<file path="config.mk">
export PLATFORM = sky130hd
export DESIGN_NAME = synthesijer_mul64_arbiter
export DESIGN_NICKNAME = d
export VERILOG_FILES = /design/src/rtl/synthesijer_mul64_arb_pkg.sv /design/src/rtl/synthesijer_rr_pick.sv /design/src/rtl/synthesijer_mul64_arbiter.sv
export SDC_FILE = /design/constraint.sdc
export NUM_CORES = 1
export LEC_CHECK = 0
export BUFFER_PORTS_ARGS = -buffer_cell sky130_fd_sc_hd__buf_2
export CAP_MARGIN = 15
export CORE_AREA = 2 2 302 304
export DETAILED_ROUTE_END_ITERATION = 10
export DIE_AREA = 0 0 304 306
export PLACE_DENSITY = 0.36
export SYNTH_ARGS = -nofsm -noshare
export SYNTH_HDL_FRONTEND = slang
export SYNTH_SLANG_ARGS = --single-unit
</file>
<file path="constraint.sdc">
create_clock -name clk -period 1.9 [get_ports clk]
set_input_delay 0.38 -clock clk [delete_from_list [all_inputs] [get_ports clk]]
set_output_delay 0.38 -clock clk [all_outputs]
set_load 0.05 [all_outputs]
</file>
<file path="src/rtl/synthesijer_mul64_arb_pkg.sv">
// Shared constants for the synthesijer 64-bit multiplier arbiter: state encoding,
// operand width and the BUSY-cycle counter width.
package synthesijer_mul64_arb_pkg;

  localparam int OPW   = 64;
  localparam int CNT_W = 4;

  localparam logic [CNT_W-1:0] CNT_MAX = '1;

  typedef enum logic [1:0] {
    ST_IDLE = 2'd0,
    ST_BUSY = 2'd1,
    ST_DONE = 2'd2
  } arb_state_e;

endpackage

</file>
<file path="src/rtl/synthesijer_rr_pick.sv">
// Combinational round-robin picker: first set request bit at or after ptr_i, wrapping.
// Zero latency; any_o is low and gidx_o is 0 when no request is set.
module synthesijer_rr_pick #(
  parameter int N     = 4,
  parameter int IDX_W = (N > 1) ? $clog2(N) : 1
) (
  input  logic [N-1:0]     req_i,
  input  logic [IDX_W-1:0] ptr_i,
  output logic [IDX_W-1:0] gidx_o,
  output logic             any_o
);

  int               k;
  logic [IDX_W-1:0] kk;

  // Walk from the farthest candidate back to ptr_i so the nearest hit wins.
  always_comb begin
    gidx_o = '0;
    any_o  = 1'b0;
    k      = 0;
    kk     = '0;
    for (int i = N - 1; i >= 0; i--) begin
      k = int'(ptr_i) + i;
      if (k >= N) k = k - N;
      kk = IDX_W'(k);
      if (req_i[kk]) begin
        gidx_o = kk;
        any_o  = 1'b1;
      end
    end
  end

endmodule

</file>
<file path="src/rtl/synthesijer_mul64_arbiter.sv">
// Round-robin arbiter sharing one synthesijer_mul64 among NUM_REQ requesters.
// Result and one-hot done pulse LATENCY+2 cycles after grant; stalls in BUSY while mul_valid is low.
// Optional op_count/wait_max statistics under SYNTHESIJER_MUL64_ARB_STATS_EN.
module synthesijer_mul64_arbiter
  import synthesijer_mul64_arb_pkg::*;
#(
  parameter int NUM_REQ = 4,
  parameter int LATENCY = 0
) (
  input  logic                   clk,
  input  logic                   reset,
  input  logic [NUM_REQ-1:0]     req,
  input  logic [64*NUM_REQ-1:0]  req_a,
  input  logic [64*NUM_REQ-1:0]  req_b,
  output logic [NUM_REQ-1:0]     done,
  output logic [63:0]            result,
  output logic                   busy,
  output logic [63:0]            mul_a,
  output logic [63:0]            mul_b,
  output logic                   mul_nd,
  input  logic [63:0]            mul_result,
  input  logic                   mul_valid
`ifdef SYNTHESIJER_MUL64_ARB_STATS_EN
  ,
  output logic [31:0]            op_count,
  output logic [15:0]            wait_max
`endif
);

  localparam int IDX_W = (NUM_REQ > 1) ? $clog2(NUM_REQ) : 1;

  arb_state_e       state_q, state_d;
  logic [IDX_W-1:0] rr_ptr_q, rr_ptr_d;
  logic [IDX_W-1:0] gidx_q, gidx_d;
  logic [IDX_W-1:0] pick;
  logic             any_req;
  logic [CNT_W-1:0] cnt_q, cnt_d;
  logic [OPW-1:0]   result_q, result_d;
  logic [OPW-1:0]   mul_a_q, mul_a_d;
  logic [OPW-1:0]   mul_b_q, mul_b_d;
  logic             nd_q, nd_d;

  synthesijer_rr_pick #(
    .N     (NUM_REQ),
    .IDX_W (IDX_W)
  ) u_pick (
    .req_i  (req),
    .ptr_i  (rr_ptr_q),
    .gidx_o (pick),
    .any_o  (any_req)
  );

  always_comb begin
    state_d  = state_q;
    rr_ptr_d = rr_ptr_q;
    gidx_d   = gidx_q;
    cnt_d    = cnt_q;
    result_d = result_q;
    mul_a_d  = mul_a_q;
    mul_b_d  = mul_b_q;
    nd_d     = 1'b0;
    case (state_q)
      ST_IDLE: begin
        if (any_req) begin
          gidx_d  = pick;
          mul_a_d = req_a[OPW*int'(pick) +: OPW];
          mul_b_d = req_b[OPW*int'(pick) +: OPW];
          cnt_d   = '0;
          nd_d    = 1'b1;
          state_d = ST_BUSY;
        end
      end
      ST_BUSY: begin
        if (mul_valid && (int'(cnt_q) >= LATENCY)) begin
          result_d = mul_result;
          state_d  = ST_DONE;
        end else if (cnt_q != CNT_MAX) begin
          cnt_d = cnt_q + CNT_W'(1);
        end
      end
      ST_DONE: begin
        // Served requester drops to lowest priority for the next arbitration.
        rr_ptr_d = (gidx_q == IDX_W'(NUM_REQ - 1)) ? '0 : gidx_q + IDX_W'(1);
        state_d  = ST_IDLE;
      end
      default: state_d = ST_IDLE;
    endcase
  end

  always_ff @(posedge clk) begin
    if (reset) begin
      state_q  <= ST_IDLE;
      rr_ptr_q <= '0;
      gidx_q   <= '0;
      cnt_q    <= '0;
      result_q <= '0;
      mul_a_q  <= '0;
      mul_b_q  <= '0;
      nd_q     <= 1'b0;
    end else begin
      state_q  <= state_d;
      rr_ptr_q <= rr_ptr_d;
      gidx_q   <= gidx_d;
      cnt_q    <= cnt_d;
      result_q <= result_d;
      mul_a_q  <= mul_a_d;
      mul_b_q  <= mul_b_d;
      nd_q     <= nd_d;
    end
  end

  assign done   = (state_q == ST_DONE) ? (NUM_REQ'(1) << gidx_q) : '0;
  assign result = result_q;
  assign busy   = (state_q != ST_IDLE);
  assign mul_a  = mul_a_q;
  assign mul_b  = mul_b_q;
  assign mul_nd = nd_q;

`ifdef SYNTHESIJER_MUL64_ARB_STATS_EN
  logic [31:0] op_count_q;
  logic [15:0] wait_max_q;
  logic [15:0] wait_cnt_q [NUM_REQ];
  logic        grant_now;

  assign grant_now = (state_q == ST_IDLE) && any_req;

  // A requester's wait counts cycles with req high while it is neither granted nor being served.
  always_ff @(posedge clk) begin
    if (reset) begin
      op_count_q <= '0;
      wait_max_q <= '0;
      for (int i = 0; i < NUM_REQ; i++) wait_cnt_q[i] <= '0;
    end else begin
      if (state_q == ST_DONE) op_count_q <= op_count_q + 32'd1;
      if (grant_now && (wait_cnt_q[pick] > wait_max_q)) wait_max_q <= wait_cnt_q[pick];
      for (int i = 0; i < NUM_REQ; i++) begin
        if (!req[i] || (grant_now && (pick == IDX_W'(i)))) begin
          wait_cnt_q[i] <= '0;
        end else if (!(busy && (gidx_q == IDX_W'(i))) && (wait_cnt_q[i] != 16'hFFFF)) begin
          wait_cnt_q[i] <= wait_cnt_q[i] + 16'd1;
        end
      end
    end
  end

  assign op_count = op_count_q;
  assign wait_max = wait_max_q;
`endif

endmodule

</file>
* Word level (Yosys, flattened, before mapping) *
Cells that the tools add are included.

cells by class
  add/subtract/negate cells = 8
  order comparisons = 8
  eq/ne operators = 5
  shifts and indexed selects = 3
  mux-type cells = 26
  bitwise logic cells = 1
  reductions and logical operators = 6

operators with widths
  operator             number
  $shiftx 256x9->64    2
  $mux 2               11
  $lt 2x3->1 const B   4
  $ge 3x3->1 const B   3
  $mux 1               9
  $bmux 1 s2           4
  $sub 2x1->2 const B  4
  $add 2x2->3 const B  2
  $reduce_and 2->1     3
  $eq 2x2->1 const B   2
  $mux 4               1
  $ne 2x2->1 const B   2
  $pmux 2 s2           1
  $shl 1x2->4 const A  1
  $add 2x1->3 const B  1
  $ge 2x3->1 const B   1
  $add 2x1->2 const B  1
  $eq 2x1->1 const B   1
  $logic_not 2->1      1
  $reduce_bool 2->1    1
  $reduce_or 2->1      1
  $not 1->1            1

word-level totals
  register bits = 199
  bits of input ports = 583
  output and inout bits = 198

* Longest topological paths before layout *
Gate-level depths: netlist (run 1).

  word-level depth = 11
  mapped depth = 8

* Hierarchy *
A second synthesis (run 1) with hierarchy kept.

unflattened totals
  cell total of the unflattened synthesis = 767
  area total of the unflattened synthesis = 9535.4 µm²

modules (own cells, without submodules)
  module                     instances  cells each  area an instance (µm²)  sequential area each (µm²)
  synthesijer_mul64_arbiter  1          754         9457.8                  3983.8
  synthesijer_rr_pick        1          13          77.6                    0.0

* Worst setup path before layout (run 1) *
No wires, ideal clock.

  path kind = in2reg
  from = in req[3]
  to = reg mul_a_q[42], in the netlist mul_a[42]
  library setup time = 0.138 ns
  arrival time = 1.816 ns
  data required time = 1.762 ns
  slack = -0.054 ns
  stages on the path = 7
  buffers on the path = 2
  cell sequence = or4_1 -> nand2_1 -> nor2_2 -> nand2_4 -> buf_4 -> clkbuf_1 -> o221ai_1

on the way
  cells in the longest elaborated chain, start to end = 7

RTL lines
  element                                                RTL line                          RTL
  start: declaration                                     synthesijer_mul64_arbiter.sv:12   input logic [NUM_REQ-1:0] req,
  $bmux 1 s2                                             synthesijer_rr_pick.sv:26         if (req_i[kk]) begin
  $mux 1 (implied by the code)                           synthesijer_rr_pick.sv:26
  $mux 2 or $mux 1 (tied branches) (4 in a row)          synthesijer_rr_pick.sv:26
  $shiftx 256x9->64 or $reduce_and 2->1 (tied branches)  -
  end signal: assignment                                 synthesijer_mul64_arbiter.sv:106  mul_a_q <= mul_a_d;
  end: declaration                                       synthesijer_mul64_arbiter.sv:39   logic [OPW-1:0] mul_a_q, mul_a_d;

Several ways; a longest one is shown, not always the timed one. The select of a mux whose other input is x is not followed.
A chain may end at the register's enable or synchronous reset.

* Final worst setup path (run 1) *
  from = reg rr_ptr_q[1]
  to = reg mul_b_q[26], in the netlist mul_b[26]

on the way
  cells in the longest elaborated chain, start to end = 10

RTL lines
  element                                                RTL line                          RTL
  start: declaration                                     synthesijer_mul64_arbiter.sv:33   logic [IDX_W-1:0] rr_ptr_q, rr_ptr_d;
  start signal: assignment                               synthesijer_mul64_arbiter.sv:102  rr_ptr_q <= rr_ptr_d;
  $add 2x2->3                                            synthesijer_rr_pick.sv:23         k = int'(ptr_i) + i;
  $ge 3x3->1 or $sub 2x1->2 (tied branches)              synthesijer_rr_pick.sv:24         if (k >= N) k = k - N;
  $mux 2                                                 synthesijer_rr_pick.sv:24
  $bmux 1 s2                                             synthesijer_rr_pick.sv:26
  $mux 1 (implied by the code)                           synthesijer_rr_pick.sv:26
  $mux 2 or $mux 1 (tied branches) (4 in a row)          synthesijer_rr_pick.sv:26
  $shiftx 256x9->64 or $reduce_and 2->1 (tied branches)  -
  end signal: assignment                                 synthesijer_mul64_arbiter.sv:107  mul_b_q <= mul_b_d;
  end: declaration                                       synthesijer_mul64_arbiter.sv:40   logic [OPW-1:0] mul_b_q, mul_b_d;

Several ways; a longest one is shown, not always the timed one. The select of a mux whose other input is x is not followed.

==> results.yml, run 1 <==
clock_network:
  h-tree-depth: 4
  numCtsBuffers: 17
  cts_buffer_depth: 2
  clockRootBuffer: "clkbuf_16"
  cts_tree: "yes"
  clk_latency_ps: 520
  cts_hold_buf: 0
  clkTransAtPathRegs_ps: 90
  clkSinkCount: 199
drt:
  drt_iter0_markers: 560
  route.met2.wl_um: 28300
  vias_per_cell: 3.72
  met3_wirelength_um: 4490
  dr.pass1.iters: 5
  drc: 0
  wl_um: 55800
  wl_met1_um: 21800
  top_layer_used: "met5"
  antenna_left: 0
  wl_per_cell_um: 18.3
  route.vias.total: 11300
cells_and_area:
  drive_above_1_share_pct: 52.9
  mostFrequentLayoutCells: "buf_2 (775), nand2_1 (258), mux2i_1 (209)"
  fillers: 10100
  final_nets: 2441
  finalNonFillerCells: 3048
  area_growth_pct: 73.3
  final_common_cell: "buf_2"
sta:
  finalSetupViolCount: 72
  fmax_mhz: 491
  fin_ws_ps: -137
  rsz0062_at_grt: "true"
  max_slew.worst_pin.slew_ps: 743
  hold_viol: 0
  holdWs_ps: 92.4
  relSlewSlack_pct: 50.5
  final_max_slew_viol_count: 0
  skew_ps: 16.0
  period_minus_slack_ps: 2040
  period_share_pct: 107
setup_path:
  cp-end-kind: "register"
  cpPeakStageDelay_ps: 530
  rrSetupSlack_ps: -140
  crit_start: "rr_ptr_q[1]$_SDFFE_PP0P_"
  worstSetupPathType: "register to register"
  cpMaxStageDelayCell: "or4_4"
  crit_chain: "or4_4 > and2_4 > buf_12 > buf_16 > mux2i_2 > o221ai_1"
  regToRegStartpoint: "rr_ptr_q[1]$_SDFFE_PP0P_"
  cp-start-kind: "register"
  worstPathMaxFanout: 27
  rr_endpoint: "mul_b[26]$_SDFFE_PP0P_"
  reg2reg_depth: 6
  endpoint: "mul_b[26]$_SDFFE_PP0P_"
  worst_ep_arrival_time_ps: 2420
  required_ps: 2280
hold_path:
  hold_class: "input pin to register"
logic_synthesis:
  syn-num-nets: 1630
  syn_avg_cell_area_um2: 9.43
  synth_cell_type_count: 31
  yosysTopAreaCell: "dfxtp_1"
  yosys_warnings: 0
  syn_area_um2: 9830
  ys_ff_latch: 199
  netlist_instances: 1043
  synth_top_area_share_pct: 40.5
  yosys-top-cells-area: "dfxtp_1 (41%), mux2i_1 (26%), o221ai_1 (11%)"
  synth_seq_area_share_pct: 40.5
die:
  initial_core_util_pct: 11.0
  die_height_um: 306
  num_io_pins: 781
  fp.dieArea_um2: 93000
  core_area_um2: 89600
  fp-row-count: 110
  die_w_um: 304
place:
  routabilityCongestion: 0.831
  hpwl_um: 44100
  io_buffers: 780
  dp.cells: 2996
power_and_ir_drop:
  ir_drop_mv: 0.724
  power_mw: 13.6
  p_per_area_nw_per_um2: 798
  leakagePower_nw: 8.53
global_routing:
  overflow: 0
  grt_pass1_wl_um: 77800
  grt_antenna_before_repair: 19
  track_usage_pct: 11.3
  grt_max_degree: 66
  grt_pass1_vias: 12000
job:
  drv_cap: 0
outcome:
  status: "finished, violations left"
  violations: "setup timing"
cells by family (layout without fill, tap and decap cells):
kind of cell             Yosys count  count (layout)  synth area share [%]
adder cells (fa/ha/maj)            4               4                 0.509
AND/OR/NAND/NOR                  287             288                  11.6
other                              0               5                     0
multiplexers                     258             258                  26.3
flip-flops                       199             199                  40.5
buffers and inverters             94             917                  5.90
AO/OA/AOI/OAI                    201             201                  15.2
sequential cells by signal, indices dropped and copies added (netlist names):
register and cells:
state_q 2, mul_a 64, mul_b 64, result 64
gidx_q 2, rr_ptr_q 2, mul_nd 1
where the power goes:
part / internal [mW] / switching [mW]
Combinational: 1.77 / 2.97
Sequential: 4.57 / 0.216
Clock: 2.00 / 2.07
Total: 8.35 / 5.26
per-layer routing:
layer	vias to the layer above	track usage, %
li1	5450	-
met2	489	20.2
met1	5337	12.2
met3	63	4.13
met4	6	3.82
met5	-	0
what timing repair did:
action / CTS / global route
setup buffers: 0 / 3
endpoints found under the setup margin: 62 / 126
gates cloned: 2 / 10
resized for setup: 58 / 66
pin swaps: 0 / 3
synthesized netlist by cell type (all sizes together):
library cell	count
nand2	259
mux2i	257
dfxtp	199
o221ai	127
a21oi	67
clkbuf	53
buf	38
nor2	11
and2	5
ha	4
inv	3
nand2b	3
nor2b	3
a21boi	2
o211ai	2
or4	2
a21o	1
and3	1
mux2	1
nand4b	1
nor3	1
o21ai	1
o22ai	1
or2	1
critical path: cells and delay by family (launching register included):
family / cells / cell delay (ps)
AOI/OAI and AO/OA: 1 / 160
buffers and inverters: 2 / 390
DFF: 1 / 310
muxes: 1 / 250
and+or+nand+nor: 2 / 710
final cells by class:
type / count / area [um2] / share of cell area (%)
Antenna cell: 5 / 12.5 / 0.0734
Clock buffer: 17 / 425 / 2.50
Clock inverter: 15 / 189 / 1.11
Inverter: 3 / 11.3 / 0.0661
Multi-Input combinational cell: 751 / 5720 / 33.6
Sequential cell: 199 / 3990 / 23.4
Tap cell: 1176 / 1470 / 8.63
Timing Repair Buffer: 882 / 5220 / 30.6
worst min-delay path by stage:
stage / startpoint / endpoint / slack, ps / depth (start not counted)
finish: mul_result[3] / result[3]$_SDFFE_PP0P_ / 90 / 3
global route: mul_result[53] / result[53]$_SDFFE_PP0P_ / 70 / 3
CTS: mul_result[58] / result[58]$_SDFFE_PP0P_ / 30 / 3
detailed placement: mul_b[37]$_SDFFE_PP0P_ / mul_b[37]$_SDFFE_PP0P_ / 440 / 2
global placement: result[61]$_SDFFE_PP0P_ / result[61]$_SDFFE_PP0P_ / 440 / 2
floorplan: state_q[1]$_SDFFE_PP0P_ / state_q[0]$_SDFFE_PP0P_ / 450 / 1
per-stage QoR:
| step | util, % | area, um2 | setup WS [ps] | TNS, ps |
|---|---|---|---|---|
| 2_1_floorplan | - | 9920 | -42.5 | -5100 |
| 3_3_place_gp | 17.4 | 15500 | -630 | -38020 |
| 3_5_place_dp | 17.4 | 15500 | -623 | -40550 |
| 4_1_cts | 18.4 | 16500 | -85.8 | -1530 |
| 5_1_grt | 19.0 | 17000 | -119 | -6370 |
| 6_report | 19.0 | 17000 | -137 | -2640 |
(Power assumes the default switching activity.)
==> inputs of run 2 (changes only) <==
--- a/config.mk
+++ b/config.mk
@@ -11,6 +11,7 @@
 export DETAILED_ROUTE_END_ITERATION = 10
 export DIE_AREA = 0 0 304 306
 export PLACE_DENSITY = 0.36
+export RECOVER_POWER = 100
 export SYNTH_ARGS = -nofsm -noshare
 export SYNTH_HDL_FRONTEND = slang
 export SYNTH_SLANG_ARGS = --single-unit
==> run 2 against run 1 <==
Effect of this change: the run still ends with setup timing left; clock power about the same; largest cell class unchanged; critical path depth unchanged; sequential power about the same; first-iteration DRC count decreased by 4.3%; power decreased by 0.54%; flip-flop and latch count unchanged; count of clock-buffer cells in the layout unchanged; global-route usage unchanged; final cell count unchanged.
==> results.yml, run 2 (synthesis gave the netlist of run 1 again) <==
die:
  core_area_um2: 89600
  die_w_um: 304
  num_io_pins: 781
  fp-row-count: 110
  die_height_um: 306
  initial_core_util_pct: 11.0
  fp.dieArea_um2: 93000
cells_and_area:
  multi_input_area_um2: 5720
  final_nets: 2441
  drive_above_1_share_pct: 46.1
  area_growth_pct: 71.5
  finalNonFillerCells: 3048
  fillers: 10200
  final_util_pct: 18.8
  mostFrequentLayoutCells: "buf_2 (582), nand2_1 (258), mux2i_1 (209)"
  final_area_um2: 16900
  final_common_cell: "buf_2"
  ff_latch_area_um2: 3990
outcome:
  violations: "setup timing"
  status: "finished, violations left"
setup_path:
  path_delay_family: "simple AND/OR/NAND/NOR gates"
  cp-start-kind: "register"
  rrSetupSlack_ps: -120
  critPathBufInv: 2
  crit_chain: "or4_4 > and2_4 > buf_12 > buf_16 > mux2i_2 > o221ai_1"
  crit_start: "rr_ptr_q[1]$_SDFFE_PP0P_"
  worstSetupPathType: "register to register"
  worstPathMaxFanout: 27
  cpPeakStageDelay_ps: 530
  worst_ep_arrival_time_ps: 2390
  cp-end-kind: "register"
  regToRegStartpoint: "rr_ptr_q[1]$_SDFFE_PP0P_"
  required_ps: 2280
  cpMaxStageDelayCell: "or4_4"
drt:
  vias_per_cell: 3.73
  wl_met1_um: 21900
  top_layer_used: "met5"
  dr.pass1.iters: 5
  drt_iter0_markers: 536
  wl_per_cell_um: 18.3
  route.vias.total: 11400
  drc: 0
  met3_wirelength_um: 4350
  antenna_left: 0
  route.met2.wl_um: 28400
  wl_um: 55900
clock_network:
  clockRootBuffer: "clkbuf_16"
  clk_latency_ps: 520
  cts_tree: "yes"
  h-tree-depth: 4
  numCtsBuffers: 17
  clkSinkCount: 199
  cts_buffer_depth: 2
  clkTransAtPathRegs_ps: 80
hold_path:
  hold_class: "input pin to register"
  worstHoldStart: "mul_result[3]"
place:
  dp.cells: 2996
  routabilityCongestion: 0.831
  io_buffers: 780
  postPlaceCellArea_um2: 15500
  hpwl_um: 44100
power_and_ir_drop:
  internal_power_mw: 8.27
  ir_drop_mv: 0.721
  leakagePower_nw: 7.98
  seqPwrFrac_pct: 35.5
  combPwrFrac_pct: 34.4
  p_clk_share_pct: 30.0
  power.switching_mw: 5.26
  p_per_area_nw_per_um2: 802
  sw_frac_of_total_pct: 38.9
job:
  drv_cap: 0
global_routing:
  grt_max_degree: 66
  track_usage_pct: 11.3
  grt_antenna_before_repair: 19
  overflow: 0
  grt_pass1_vias: 12000
  grt_pass1_wl_um: 77800
sta:
  skew_ps: 15.5
  rsz0062_at_grt: "true"
  tns_ps: -2570
  period_minus_slack_ps: 2020
  hold_viol: 0
  fmax_mhz: 496
  fin_ws_ps: -117
  holdWs_ps: 94.6
  period_share_pct: 106
  final_max_slew_viol_count: 0
  relSlewSlack_pct: 46.4
  max_slew.worst_pin.slew_ps: 803
  finalSetupViolCount: 70
## run 2: cell types whose count changed in the layout (fill, tap and decap cells not counted)
| cell | before | now |
|---|---|---|
| dfxtp_4 | 2 | 0 |
| clkbuf_4 | 0 | 2 |
| dfxtp_2 | 2 | 3 |
| buf_8 | 1 | 2 |
| buf_12 | 16 | 14 |
| buf_4 | 65 | 62 |
| buf_1 | 0 | 3 |
| clkbuf_2 | 0 | 70 |
| buf_2 | 775 | 582 |
| clkbuf_1 | 0 | 122 |
| dfxtp_1 | 195 | 196 |
## run 2: path summary, 6_finish.rpt
kind,to,cells after the start
setup / recovery,mul_b[26]$_SDFFE_PP0P_,6
hold reg to reg,result[24]$_SDFFE_PP0P_,2
setup reg to reg,mul_b[26]$_SDFFE_PP0P_,6
hold / removal,result[3]$_SDFFE_PP0P_,3
## run 2: power groups by stage
stage | sequential [mW] | combinational (mW) | clock [mW]
finish | 4.81 | 4.66 | 4.06
global route | 4.85 | 4.95 | 4.40
CTS | 4.80 | 4.56 | 4.34
detailed placement | 4.89 | 4.42 | 0
global placement | 4.88 | 4.39 | 0
floorplan | 6.23 | 1.38 | 0
## run 2: layout make-up
| cell class | instances | share of cell area, % |
|---|---|---|
| Clock inverter | 15 | 1.12 |
| Multi-Input combinational cell | 751 | 33.9 |
| Antenna cell | 5 | 0.0742 |
| Clock buffer | 17 | 2.52 |
| Inverter | 3 | 0.0668 |
| Tap cell | 1176 | 8.73 |
| Sequential cell | 199 | 23.6 |
| Timing Repair Buffer | 882 | 29.9 |
## run 2: stage by stage
| stage | worst slack [ps] | total power [mW] |
|---|---|---|
| 3_3_place_gp | -630 | 9.27 |
| 6_report | -117 | 13.5 |
| 3_5_place_dp | -623 | 9.31 |
| 2_1_floorplan | -42.5 | 7.62 |
| 4_1_cts | -85.8 | 13.7 |
| 5_1_grt | -119 | 14.2 |
## run 2: routing by layer
layer | global-route usage, % | vias to the layer above
li1 | - | 5452
met1 | 12.2 | 5371
met2 | 20.2 | 481
met3 | 4.13 | 66
met4 | 3.82 | 6
met5 | 0 | -
## run 2: worst reg2reg max path: stages (launching register included)
cell      delay [ps]
dfxtp_1          310
or4_4            530
and2_4           180
buf_12           170
buf_16           300
mux2i_2          240
o221ai_1         150
## run 2: what timing repair did
| action | 4_1_cts | 5_1_grt |
|---|---|---|
| hold buffers | 0 | 0 |
| setup endpoints to repair | 62 | 126 |
| cloned | 2 | 10 |
| buffers inserted | 0 | 3 |
| gates resized for setup | 58 | 66 |
| pin swaps | 0 | 3 |
==> inputs of run 3 (changes only) <==
--- a/config.mk
+++ b/config.mk
@@ -5,12 +5,13 @@
 export SDC_FILE = /design/constraint.sdc
 export NUM_CORES = 1
 export LEC_CHECK = 0
+export ABC_CLOCK_PERIOD_IN_PS = 1900
 export BUFFER_PORTS_ARGS = -buffer_cell sky130_fd_sc_hd__buf_2
 export CAP_MARGIN = 15
 export CORE_AREA = 2 2 302 304
 export DETAILED_ROUTE_END_ITERATION = 10
 export DIE_AREA = 0 0 304 306
-export PLACE_DENSITY = 0.36
+export PLACE_DENSITY_LB_ADDON = 0.12
 export RECOVER_POWER = 100
 export SYNTH_ARGS = -nofsm -noshare
 export SYNTH_HDL_FRONTEND = slang
==> run 3 against run 2 <==
Effect of this change: the flow still finishes with violations (setup timing); final area is 3.0% higher; global-route usage up 0.076 points; hold slack improved by 2.5 ps; die area unchanged.
==> results.yml, run 3 (synthesis gave the netlist of run 1 again) <==
power_and_ir_drop:
  leakagePower_nw: 8.62
  p_per_area_nw_per_um2: 781
  ir_drop_mv: 0.735
  power_mw: 13.6
die:
  die_w_um: 304
  num_io_pins: 781
  initial_core_util_pct: 11.0
  fp.dieArea_um2: 93000
  fp-row-count: 110
  die_height_um: 306
  core_area_um2: 89600
hold_path:
  whs_path_depth: 3
  worstHoldEndpoint: "result[3]$_SDFFE_PP0P_"
  worstHoldStart: "mul_result[3]"
  hold_class: "input pin to register"
setup_path:
  path_delay_family: "simple AND/OR/NAND/NOR gates"
  cp-end-kind: "register"
  cpPeakStageDelay_ps: 410
  worst_ep_arrival_time_ps: 2330
  worstPathMaxFanout: 13
  critPathBufInv: 2
  rrSetupSlack_ps: -60
  cpMaxStageDelayCell: "or4_4"
  cp-start-kind: "register"
  rr_endpoint: "mul_b[37]$_SDFFE_PP0P_"
  required_ps: 2270
  reg2reg_depth: 7
  crit_chain: "nor2b_2 > or4_4 > and2_4 > buf_16 > clkbuf_16 > mux2i_1 > o221ai_1"
  regToRegStartpoint: "rr_ptr_q[0]$_SDFFE_PP0P_"
  worstSetupPathType: "register to register"
sta:
  skew_ps: 12.9
  period_minus_slack_ps: 1960
  relSlewSlack_pct: 53.3
  max_slew.worst_pin.slew_ps: 701
  fmax_mhz: 510
  rsz0062_at_grt: "true"
  final_max_slew_viol_count: 0
  hold_viol: 0
  period_share_pct: 103
  fin_ws_ps: -60.4
  finalSetupViolCount: 39
place:
  dp.cells: 3002
  hpwl_um: 43900
  io_buffers: 780
  routabilityCongestion: 0.826
  pre_cts_ws_ps: -484
clock_network:
  cts_hold_buf: 0
  clockRootBuffer: "clkbuf_16"
  cts_buffer_depth: 2
  clkSinkCount: 199
  numCtsBuffers: 17
  h-tree-depth: 4
  clk_latency_ps: 510
  clkTransAtPathRegs_ps: 80
  cts_tree: "yes"
cells_and_area:
  final_common_cell: "buf_2"
  area_growth_pct: 76.6
  finalNonFillerCells: 3058
  fillers: 10100
  drive_above_1_share_pct: 53.6
  final_nets: 2450
  mostFrequentLayoutCells: "buf_2 (775), nand2_1 (258), mux2i_1 (203)"
global_routing:
  grt_max_degree: 71
  use_met3_pct: 4.35
  grt_pass1_wl_um: 78500
  use_met2_pct: 21.1
  track_usage_pct: 11.3
  grt_pass1_vias: 12100
  use_met1_pct: 11.6
  overflow: 0
  busiest_layer: "met2"
  grt_antenna_before_repair: 9
drt:
  drc: 0
  dr.pass1.iters: 5
  wl_per_cell_um: 18.3
  vias_per_cell: 3.69
  wl_um: 56000
  drt_iter0_markers: 360
  route.vias.total: 11300
  antenna_left: 0
outcome:
  violations: "setup timing"
  status: "finished, violations left"
job:
  drv_cap: 0
==> run 3: changes by cell type in the layout (fill, tap and decap cells not counted), moves of 5 or more <==
| cell | change |
|---|---|
| buf_2 | +193 |
| clkbuf_1 | -119 |
| clkbuf_2 | -70 |
| buf_12 | +15 |
| buf_4 | -8 |
| mux2i_4 | +8 |
| mux2i_1 | -6 |
| buf_6 | +5 |
| buf_8 | +5 |
==> run 3: final cells by class <==
type,count,area (um2),share of cell area [%]
sequential,199,4000,23.0
multi-input combinational,750,5830,33.6
clock inverter,11,124,0.713
antenna,6,15.0,0.0865
clock buffer,21,450,2.59
inverter,3,11.3,0.0649
timing repair buffer,892,5470,31.5
tap,1176,1470,8.47
==> run 3: worst register-to-register path, stage by stage (launching register included) <==
cell	delay, ps
dfxtp_4	370
nor2b_2	50
or4_4	410
and2_4	230
buf_16	190
clkbuf_16	240
mux2i_1	190
o221ai_1	140
==> run 3: worst max-delay path by stage <==
stage,slack [ps],from,depth (start not counted),to
floorplan,-40,req[2],8,mul_a[11]$_SDFFE_PP0P_
global placement,-480,req[2],8,mul_b[47]$_SDFFE_PP0P_
detailed placement,-480,req[2],8,mul_b[47]$_SDFFE_PP0P_
CTS,-50,rr_ptr_q[1]$_SDFFE_PP0P_,6,mul_b[48]$_SDFFE_PP0P_
global route,-120,rr_ptr_q[0]$_SDFFE_PP0P_,7,mul_a[1]$_SDFFE_PP0P_
finish,-60,rr_ptr_q[0]$_SDFFE_PP0P_,7,mul_b[37]$_SDFFE_PP0P_
==> run 3: repair_timing <==
action	in CTS	in global routing
cloned	3	9
resized for setup	69	103
buffers inserted	2	5
pin swaps	2	13
setup endpoints to repair	76	126
==> run 3: metal layers <==
layer / routed length, um / vias up / share of wire, %
li1: - / 5467 / -
met2: 29900 / 472 / 53
met4: 940 / 6 / 1.7
met1: 20800 / 5293 / 37
met3: 4360 / 46 / 7.8
met5: 41 / - / 0.073
==> run 3: through the flow <==
| stage | setup TNS, ps | hold slack (ps) | util [%] | instance area, um2 |
|---|---|---|---|---|
| 3_3_place_gp | -33630 | 441 | 17.5 | 15700 |
| 2_1_floorplan | -5100 | 451 | - | 9920 |
| 3_5_place_dp | -34310 | 441 | 17.5 | 15700 |
| 5_1_grt | -7380 | 53.3 | 19.4 | 17400 |
| 6_report | -735 | 97.1 | 19.4 | 17400 |
| 4_1_cts | -1500 | 23.9 | 18.5 | 16600 |
==> run 3: power breakdown <==
part | internal, mW | switching [mW] | leakage, nW
Combinational | 1.88 | 2.98 | 6.70
Sequential | 4.57 | 0.219 | 1.64
Clock | 1.97 | 1.94 | 0.273
Total | 8.42 | 5.14 | 8.62
